[config.mk]
export PLATFORM = sky130hd
export DESIGN_NAME = gps_sample_packer
export DESIGN_NICKNAME = d
export VERILOG_FILES = /design/src/rtl/gps_sample_packer_pkg.sv /design/src/rtl/gps_sample_packer_sample_fifo.sv /design/src/rtl/gps_sample_packer.sv
export SDC_FILE = /design/constraint.sdc
export NUM_CORES = 1
export LEC_CHECK = 0
export CAP_MARGIN = 20
export CORE_UTILIZATION = 46
export DETAILED_ROUTE_END_ITERATION = 16
export PLACE_DENSITY = 0.71
export SLEW_MARGIN = 15
export SYNTH_ARGS = -nofsm -noshare
export SYNTH_HDL_FRONTEND = slang
export SYNTH_SLANG_ARGS = --single-unit
[constraint.sdc]
create_clock -name MCU_CLK_25_000 -period 3.55 [get_ports MCU_CLK_25_000]
set_input_delay 0.71 -clock MCU_CLK_25_000 [delete_from_list [all_inputs] [get_ports MCU_CLK_25_000]]
set_output_delay 0.71 -clock MCU_CLK_25_000 [all_outputs]
set_load 0.02 [all_outputs]
[src/rtl/gps_sample_packer_pkg.sv]
// rtl/gps_sample_packer_pkg.sv - shared defaults and output FSM encoding for the GPS sample packer
package gps_sample_packer_pkg;

  localparam int FIFO_DEPTH_DEFAULT = 8;
  localparam int MIN_GAP_DEFAULT    = 6;
  localparam int NIBBLE_W           = 4;

  // Sync word is {GPS_CLK, I0, I1, Q0, Q1}; the clock bit resets high so a
  // reset release with GPS_CLK already high does not look like a rising edge.
  localparam logic [NIBBLE_W:0] SYNC_RESET = 5'b1_0000;

  typedef enum logic [1:0] {
    ST_IDLE = 2'b01,
    ST_GAP  = 2'b10
  } out_state_e;

endpackage

[src/rtl/gps_sample_packer_sample_fifo.sv]
// rtl/gps_sample_packer_sample_fifo.sv - nibble FIFO with occupancy level
module sample_fifo
  import gps_sample_packer_pkg::*;
#(
  parameter int DEPTH = FIFO_DEPTH_DEFAULT
) (
  input  logic                      clk_i,
  input  logic                      rst_n_i,
  input  logic                      push_i,
  input  logic [NIBBLE_W-1:0]       wdata_i,
  input  logic                      pop_i,
  output logic [NIBBLE_W-1:0]       rdata_o,
  output logic                      full_o,
  output logic                      empty_o,
  output logic [$clog2(DEPTH):0]    level_o
);

  localparam int AW = $clog2(DEPTH);
  localparam int LW = AW + 1;

  logic [NIBBLE_W-1:0] mem_q [DEPTH];
  logic [AW-1:0]       wr_ptr_q, wr_ptr_d;
  logic [AW-1:0]       rd_ptr_q, rd_ptr_d;
  logic [LW-1:0]       level_q, level_d;
  logic                push_ok, pop_ok;

  assign full_o  = (level_q == LW'(DEPTH));
  assign empty_o = (level_q == '0);
  assign rdata_o = mem_q[rd_ptr_q];
  assign level_o = level_q;

  // A push into a full FIFO is only legal when the same edge frees a slot.
  assign pop_ok  = pop_i & ~empty_o;
  assign push_ok = push_i & (~full_o | pop_ok);

  always_comb begin
    wr_ptr_d = wr_ptr_q;
    rd_ptr_d = rd_ptr_q;
    level_d  = level_q;
    if (push_ok) wr_ptr_d = wr_ptr_q + AW'(1);
    if (pop_ok)  rd_ptr_d = rd_ptr_q + AW'(1);
    case ({push_ok, pop_ok})
      2'b10:   level_d = level_q + LW'(1);
      2'b01:   level_d = level_q - LW'(1);
      default: level_d = level_q;
    endcase
  end

  always_ff @(posedge clk_i or negedge rst_n_i) begin
    if (!rst_n_i) begin
      wr_ptr_q <= '0;
      rd_ptr_q <= '0;
      level_q  <= '0;
    end else begin
      wr_ptr_q <= wr_ptr_d;
      rd_ptr_q <= rd_ptr_d;
      level_q  <= level_d;
    end
  end

  always_ff @(posedge clk_i) begin
    if (push_ok) mem_q[wr_ptr_q] <= wdata_i;
  end

endmodule

[src/rtl/gps_sample_packer.sv]
// rtl/gps_sample_packer.sv - captures GPS front-end nibbles into a FIFO and paces them out with DATAREADY pulses
module gps_sample_packer
  import gps_sample_packer_pkg::*;
#(
  parameter int FIFO_DEPTH = FIFO_DEPTH_DEFAULT,
  parameter int MIN_GAP    = MIN_GAP_DEFAULT
) (
  input  logic                          MCU_CLK_25_000,
  input  logic                          RESET_N,
  input  logic                          GPS_CLK,
  input  logic                          GPS_I0,
  input  logic                          GPS_I1,
  input  logic                          GPS_Q0,
  input  logic                          GPS_Q1,
  input  logic                          ENABLE,
  output logic                          SMP_I0,
  output logic                          SMP_I1,
  output logic                          SMP_Q0,
  output logic                          SMP_Q1,
  output logic                          DATAREADY,
  output logic [$clog2(FIFO_DEPTH):0]   FIFO_LEVEL,
  output logic                          OVERFLOW,
  output logic [7:0]                    DROP_COUNT
);

  localparam int GW = $clog2(MIN_GAP);

  logic [NIBBLE_W:0]   sync1_q, sync2_q;
  logic                s3_q;
  logic                strobe, accept, push, pop, drop;
  logic                fifo_full, fifo_empty;
  logic [NIBBLE_W-1:0] fifo_rdata;
  out_state_e          state_q, state_d;
  logic [GW-1:0]       gap_q, gap_d;
  logic [NIBBLE_W-1:0] smp_q, smp_d;
  logic                dready_q;
  logic                overflow_q, overflow_d;
  logic [7:0]          drop_cnt_q, drop_cnt_d;

  always_ff @(posedge MCU_CLK_25_000 or negedge RESET_N) begin
    if (!RESET_N) begin
      sync1_q <= SYNC_RESET;
      sync2_q <= SYNC_RESET;
      s3_q    <= 1'b1;
    end else begin
      sync1_q <= {GPS_CLK, GPS_I0, GPS_I1, GPS_Q0, GPS_Q1};
      sync2_q <= sync1_q;
      s3_q    <= sync2_q[NIBBLE_W];
    end
  end

  assign strobe = sync2_q[NIBBLE_W] & ~s3_q;
  assign accept = strobe & ENABLE;
  assign pop    = (state_q == ST_IDLE) & ~fifo_empty;
  assign push   = accept & (~fifo_full | pop);
  assign drop   = accept & fifo_full & ~pop;

  sample_fifo #(
    .DEPTH (FIFO_DEPTH)
  ) u_fifo (
    .clk_i   (MCU_CLK_25_000),
    .rst_n_i (RESET_N),
    .push_i  (push),
    .wdata_i (sync2_q[NIBBLE_W-1:0]),
    .pop_i   (pop),
    .rdata_o (fifo_rdata),
    .full_o  (fifo_full),
    .empty_o (fifo_empty),
    .level_o (FIFO_LEVEL)
  );

  // Leaving GAP on the edge the counter hits zero puts pulses exactly MIN_GAP apart.
  always_comb begin
    state_d = state_q;
    gap_d   = gap_q;
    case (state_q)
      ST_IDLE: begin
        if (!fifo_empty) begin
          state_d = ST_GAP;
          gap_d   = GW'(MIN_GAP - 1);
        end
      end
      ST_GAP: begin
        if (gap_q <= GW'(1)) begin
          state_d = ST_IDLE;
          gap_d   = '0;
        end else begin
          gap_d = gap_q - GW'(1);
        end
      end
      default: begin
        state_d = ST_IDLE;
        gap_d   = '0;
      end
    endcase
  end

  always_comb begin
    smp_d      = smp_q;
    overflow_d = overflow_q | drop;
    drop_cnt_d = drop_cnt_q;
    if (pop) smp_d = fifo_rdata;
    if (drop && (drop_cnt_q != 8'hFF)) drop_cnt_d = drop_cnt_q + 8'd1;
  end

  always_ff @(posedge MCU_CLK_25_000 or negedge RESET_N) begin
    if (!RESET_N) begin
      state_q    <= ST_IDLE;
      gap_q      <= '0;
      smp_q      <= '0;
      dready_q   <= 1'b0;
      overflow_q <= 1'b0;
      drop_cnt_q <= '0;
    end else begin
      state_q    <= state_d;
      gap_q      <= gap_d;
      smp_q      <= smp_d;
      dready_q   <= pop;
      overflow_q <= overflow_d;
      drop_cnt_q <= drop_cnt_d;
    end
  end

  assign {SMP_I0, SMP_I1, SMP_Q0, SMP_Q1} = smp_q;
  assign DATAREADY  = dready_q;
  assign OVERFLOW   = overflow_q;
  assign DROP_COUNT = drop_cnt_q;

endmodule

==> results_tabular.tex <==
\begin{tabular}{lr}
\hline
Metric & Value \\
\hline
\multicolumn{2}{l}{\textbf{Outcome}} \\
Result of the run & completed \\
\multicolumn{2}{l}{\textbf{Placement}} \\
Number of buffers added on ports & 25 \\
Half-perimeter wire length of the detailed placement result & 3.140 mm \\
RePlAce Congestion & 0.6958 \\
\multicolumn{2}{l}{\textbf{Power and ir drop}} \\
Pwr/cell area & 785.6 nW/um\^{}2 \\
Maximum ir drop on the vdd rail & 321.0 uV \\
Total leakage power & 1.393 nW \\
\multicolumn{2}{l}{\textbf{Synthesis}} \\
Mapped Avg Cell Area & 14.98 um\^{}2 \\
Flop and latch count out of synthesis & 72 \\
Sequential element share of the synthesized area & 0.6667 \\
Yosys synthesis warning count & 0 \\
Mux contribution to synthesized area & 0.08609 \\
Area share of the largest cell type after synthesis & 0.3257 \\
Top\_reg\_cell synth & dfrtp\_1 \\
Ranking of synthesized cells by area & edfxtp\_1, dfrtp\_1, mux4\_2 \\
Cell type contributing the most total cell area after synthesis & edfxtp\_1 \\
Number of enable flip-flop cells after synthesis & 32 \\
Synthesized-area fraction occupied by ao, oa, aoi and oai cells & 0.04071 \\
Dominant combinational cell family by area after synthesis & simple AND/OR/NAND/NOR gates \\
Synth Area in Adders & 0.04241 \\
Share of synthesized registers carrying an async set or reset & 0.5556 \\
Area of the mapped netlist & 2950 um\^{}2 \\
Cells after Synth & 197 \\
Distinct cell type count after synthesis & 39 \\
Post-synthesis share of cell area spent on xor and xnor gates & 0.04750 \\
Synth Area in Simple Gates & 0.09924 \\
Net count after synthesis & 215 \\
\multicolumn{2}{l}{\textbf{Timing}} \\
Max\_slew headroom & 0.3955 \\
Post-route clock period utilization & 0.8141 \\
Number of pins exceeding their max-slew limit in the final report & 0 \\
Maximum clock skew at final layout & 0.008394 ns \\
Final-layout setup total negative slack & 0 ns \\
Slew of the pin with the lowest slew margin & 0.9067 ns \\
Unrepaired setup endpoints after global routing & false \\
Count of endpoints failing setup in the final report & 0 \\
Highest clock frequency the design can meet & 346.0 MHz \\
Final critical delay including setup and external delays & 2.890 ns \\
Number of hold-slack violations in the final timing report & 0 \\
\multicolumn{2}{l}{\textbf{Layout}} \\
Share of post-route cells with drive strength above 1 & 0.1603 \\
Antenna fix cells & 0 \\
Total Nets Final & 250 \\
FF/Latch Area & 1967 um\^{}2 \\
Post-Route Utilization & 0.5793 \\
Area used by multi-input combinational logic & 932.1 um\^{}2 \\
Area overhead of the layout relative to synthesis & 19.00\% \\
Count of filler cells inserted in the layout & 480 \\
\multicolumn{2}{l}{\textbf{Clocking}} \\
Clock Root Buffer & clkbuf\_8 \\
Setup Buffers After CTS & 0 \\
Clock latency on the worst-skew pair & 0.34 ns \\
Number of gates resized after CTS & 0 \\
Post-CTS Hold Buffers & 0 \\
Buffer depth of the longest clock path & 2 \\
Level count of the clock H-tree & 3 \\
Total clock sinks & 72 \\
Clock-pin slew of the registers on the worst-case setup and hold paths & 0.08 ns \\
TritonCTS buffer count & 9 \\
Clock tree from TritonCTS & built \\
\multicolumn{2}{l}{\textbf{Routing}} \\
Starting DRC count in detailed routing & 97 \\
Wirelength per Cell & 15.20 um \\
Total wire length & 4.743 mm \\
Routed vias/inst & 5.215 \\
Number of nets still failing antenna checks after routing & 0 \\
Number of iterations in the first detailed-routing pass & 4 \\
Post-route DRC & 0 \\
Via count & 1627 \\
\multicolumn{2}{l}{\textbf{Die}} \\
DIE WIDTH & 82.09 um \\
Number of placement rows & 28 \\
Chip height & 82.09 um \\
Initial standard-cell utilization of the core & 0.4868 \\
Top-Level Pins & 26 \\
Core Region & 6061 um\^{}2 \\
Total die area & 6738 um\^{}2 \\
\multicolumn{2}{l}{\textbf{Global route}} \\
Pin count of the biggest net entering global routing & 41 \\
Initial antenna violation count & 0 \\
First-pass GRT wire length & 8.114 mm \\
Via count of the first global-routing pass & 1623 \\
GRT Resource Usage Total & 0.1718 \\
Total congestion overflow & 0 \\
\multicolumn{2}{l}{\textbf{Setup path}} \\
Critical path's slowest cell & dfrtp\_1 \\
Crit path max-delay family & simple AND/OR/NAND/NOR gates \\
Worst path most repeated cell & xor2\_1 \\
Crit path largest cell delay & 0.49 ns \\
Crit path capture type & flop \\
Crit path buf inv count & 1 \\
Ordered list of cells on the worst path & nor4\_1, nand2b\_1, inv\_1, ha\_1, xor2\_1, ha\_1, a21oi\_1, xor2\_1, nor2\_1, xor2\_1 \\
Category of the critical setup timing path & reg2reg \\
Worst-path maximum fanout & 11 \\
Critical path arrival & 3.11 ns \\
Required @ worst endpoint & 3.77 ns \\
Kind of start point of the critical path & flop \\
\multicolumn{2}{l}{\textbf{Flow run}} \\
Number of max-capacitance violations reported & 0 \\
\multicolumn{2}{l}{\textbf{Worst hold path}} \\
Class of the tightest hold or removal check & reg2reg \\
\hline
\end{tabular}
==> logic make-up (layout without fill, tap and decap cells) <==
| logic type | after synthesis | count (layout) |
|---|---|---|
| DFF | 72 | 72 |
| and+or+nand+nor | 54 | 54 |
| adders and majority gates | 10 | 10 |
| AOI/OAI and AO/OA | 19 | 19 |
| xor gates and xnor gates | 16 | 16 |
| buffers and inverters | 11 | 51 |
| muxes | 15 | 15 |
==> flip-flops by register name, summed over array words and instances, names as in the netlist <==
name / count
u_fifo.mem_q: 32
DROP_COUNT: 8
sync1_q: 5
sync2_q: 5
smp_q: 4
u_fifo.level_o: 4
gap_q: 3
u_fifo.rd_ptr_q: 3
u_fifo.wr_ptr_q: 3
state_q: 2
DATAREADY: 1
OVERFLOW: 1
s3_q: 1
==> routing by layer <==
layer	GRT usage	up-vias	share of wire
li1	-	789	-
met1	0.2444	802	0.47
met2	0.2446	28	0.47
met3	0.03667	8	0.031
met4	0.09474	0	0.020
met5	0	-	0
==> Yosys cell counts, drive strengths merged (2+ instances only) <==
cell,number
xnor2,4
dfstp,4
dfrtp,36
nor3,6
nand3,4
o21ai,9
edfxtp,32
nor4b,2
buf,4
ha,10
mux2i,4
xor2,12
nor2,10
nand2b,4
nor3b,2
nand2,15
mux4,8
inv,6
nor2b,2
a21oi,2
nor4,5
mux2,3
==> path summary, 6_finish.rpt <==
kind	start	to	slack, ns	cells past startpoint
setup / recovery	u_fifo.level_o[1]$_DFFE_PN0P_	u_fifo.level_o[2]$_DFFE_PN0P_	0.66	10
hold / removal	sync1_q[2]$_DFF_PN0_	sync2_q[2]$_DFF_PN0_	0.35	0
setup reg to reg	u_fifo.level_o[1]$_DFFE_PN0P_	u_fifo.level_o[2]$_DFFE_PN0P_	0.66	10
hold reg to reg	sync1_q[2]$_DFF_PN0_	sync2_q[2]$_DFF_PN0_	0.35	0
max in group asynchronous	RESET_N	u_fifo.level_o[0]$_DFFE_PN0P_	2.48	1
min in group asynchronous	RESET_N	smp_q[2]$_DFFE_PN0P_	0.50	1
==> worst register-to-register path, cell delays in order (launching register included) <==
cell      delay, ns
dfrtp_1        0.49
nor4_1         0.47
nand2b_1       0.39
inv_1          0.24
ha_1           0.32
xor2_1         0.16
ha_1           0.19
a21oi_1        0.15
xor2_1         0.16
nor2_1         0.06
xor2_1         0.14
==> power breakdown <==
part | internal (W) | switching (W) | leakage [nW]
registers | 0.00102 | 0.000202 | 0.780
clock network | 0.000399 | 0.000305 | 0.103
logic | 0.000433 | 0.000394 | 0.510
total | 0.00186 | 0.000901 | 1.39
==> cell usage in the layout, fill, tap and decap left out, types with 2 or more instances in the layout <==
master | synthesis | routed
dfrtp_1 | 36 | 36
edfxtp_1 | 32 | 32
inv_1 | 6 | 6
a21oi_1 | 2 | 2
o21ai_0 | 9 | 9
ha_1 | 10 | 10
nor3b_1 | 2 | 2
buf_4 | 0 | 4
nand3_1 | 3 | 3
clkinvlp_4 | 0 | 2
dfstp_2 | 4 | 4
nand2_1 | 15 | 15
mux4_2 | 8 | 8
nor2b_1 | 2 | 2
nor3_1 | 5 | 5
nor2_1 | 10 | 10
xor2_1 | 12 | 12
nand2b_1 | 4 | 4
mux2i_1 | 4 | 4
xnor2_1 | 4 | 4
nor4b_1 | 2 | 2
clkbuf_8 | 0 | 9
bufinv_16 | 0 | 2
mux2_2 | 3 | 3
nor4_1 | 5 | 5
clkdlybuf4s50_1 | 0 | 24
==> layout make-up <==
class                      count  share of cell area
inverter                       6            0.006415
tap                           75             0.02673
sequential                    72              0.5602
multi-input combinational    114              0.2655
clock buffer                  10             0.03635
timing repair buffer          29             0.07840
clock inverter                 6             0.02637
==> stage by stage <==
step | std cells | power [W] | area [um^2] | worst slack, ns | hold WS, ns
2_1_floorplan | 197 | 0.001819 | 2950 | 0.9896 | 0.3312
3_3_place_gp | 296 | 0.002060 | 3291 | 0.5981 | 0.3334
3_5_place_dp | 296 | 0.002076 | 3291 | 0.5147 | 0.3347
4_1_cts | 312 | 0.002787 | 3511 | 0.6408 | 0.3530
5_1_grt | 312 | 0.002936 | 3511 | 0.3897 | 0.3592
6_report | 312 | 0.002758 | 3511 | 0.6599 | 0.3514
Power figures use the tool's default switching activity.
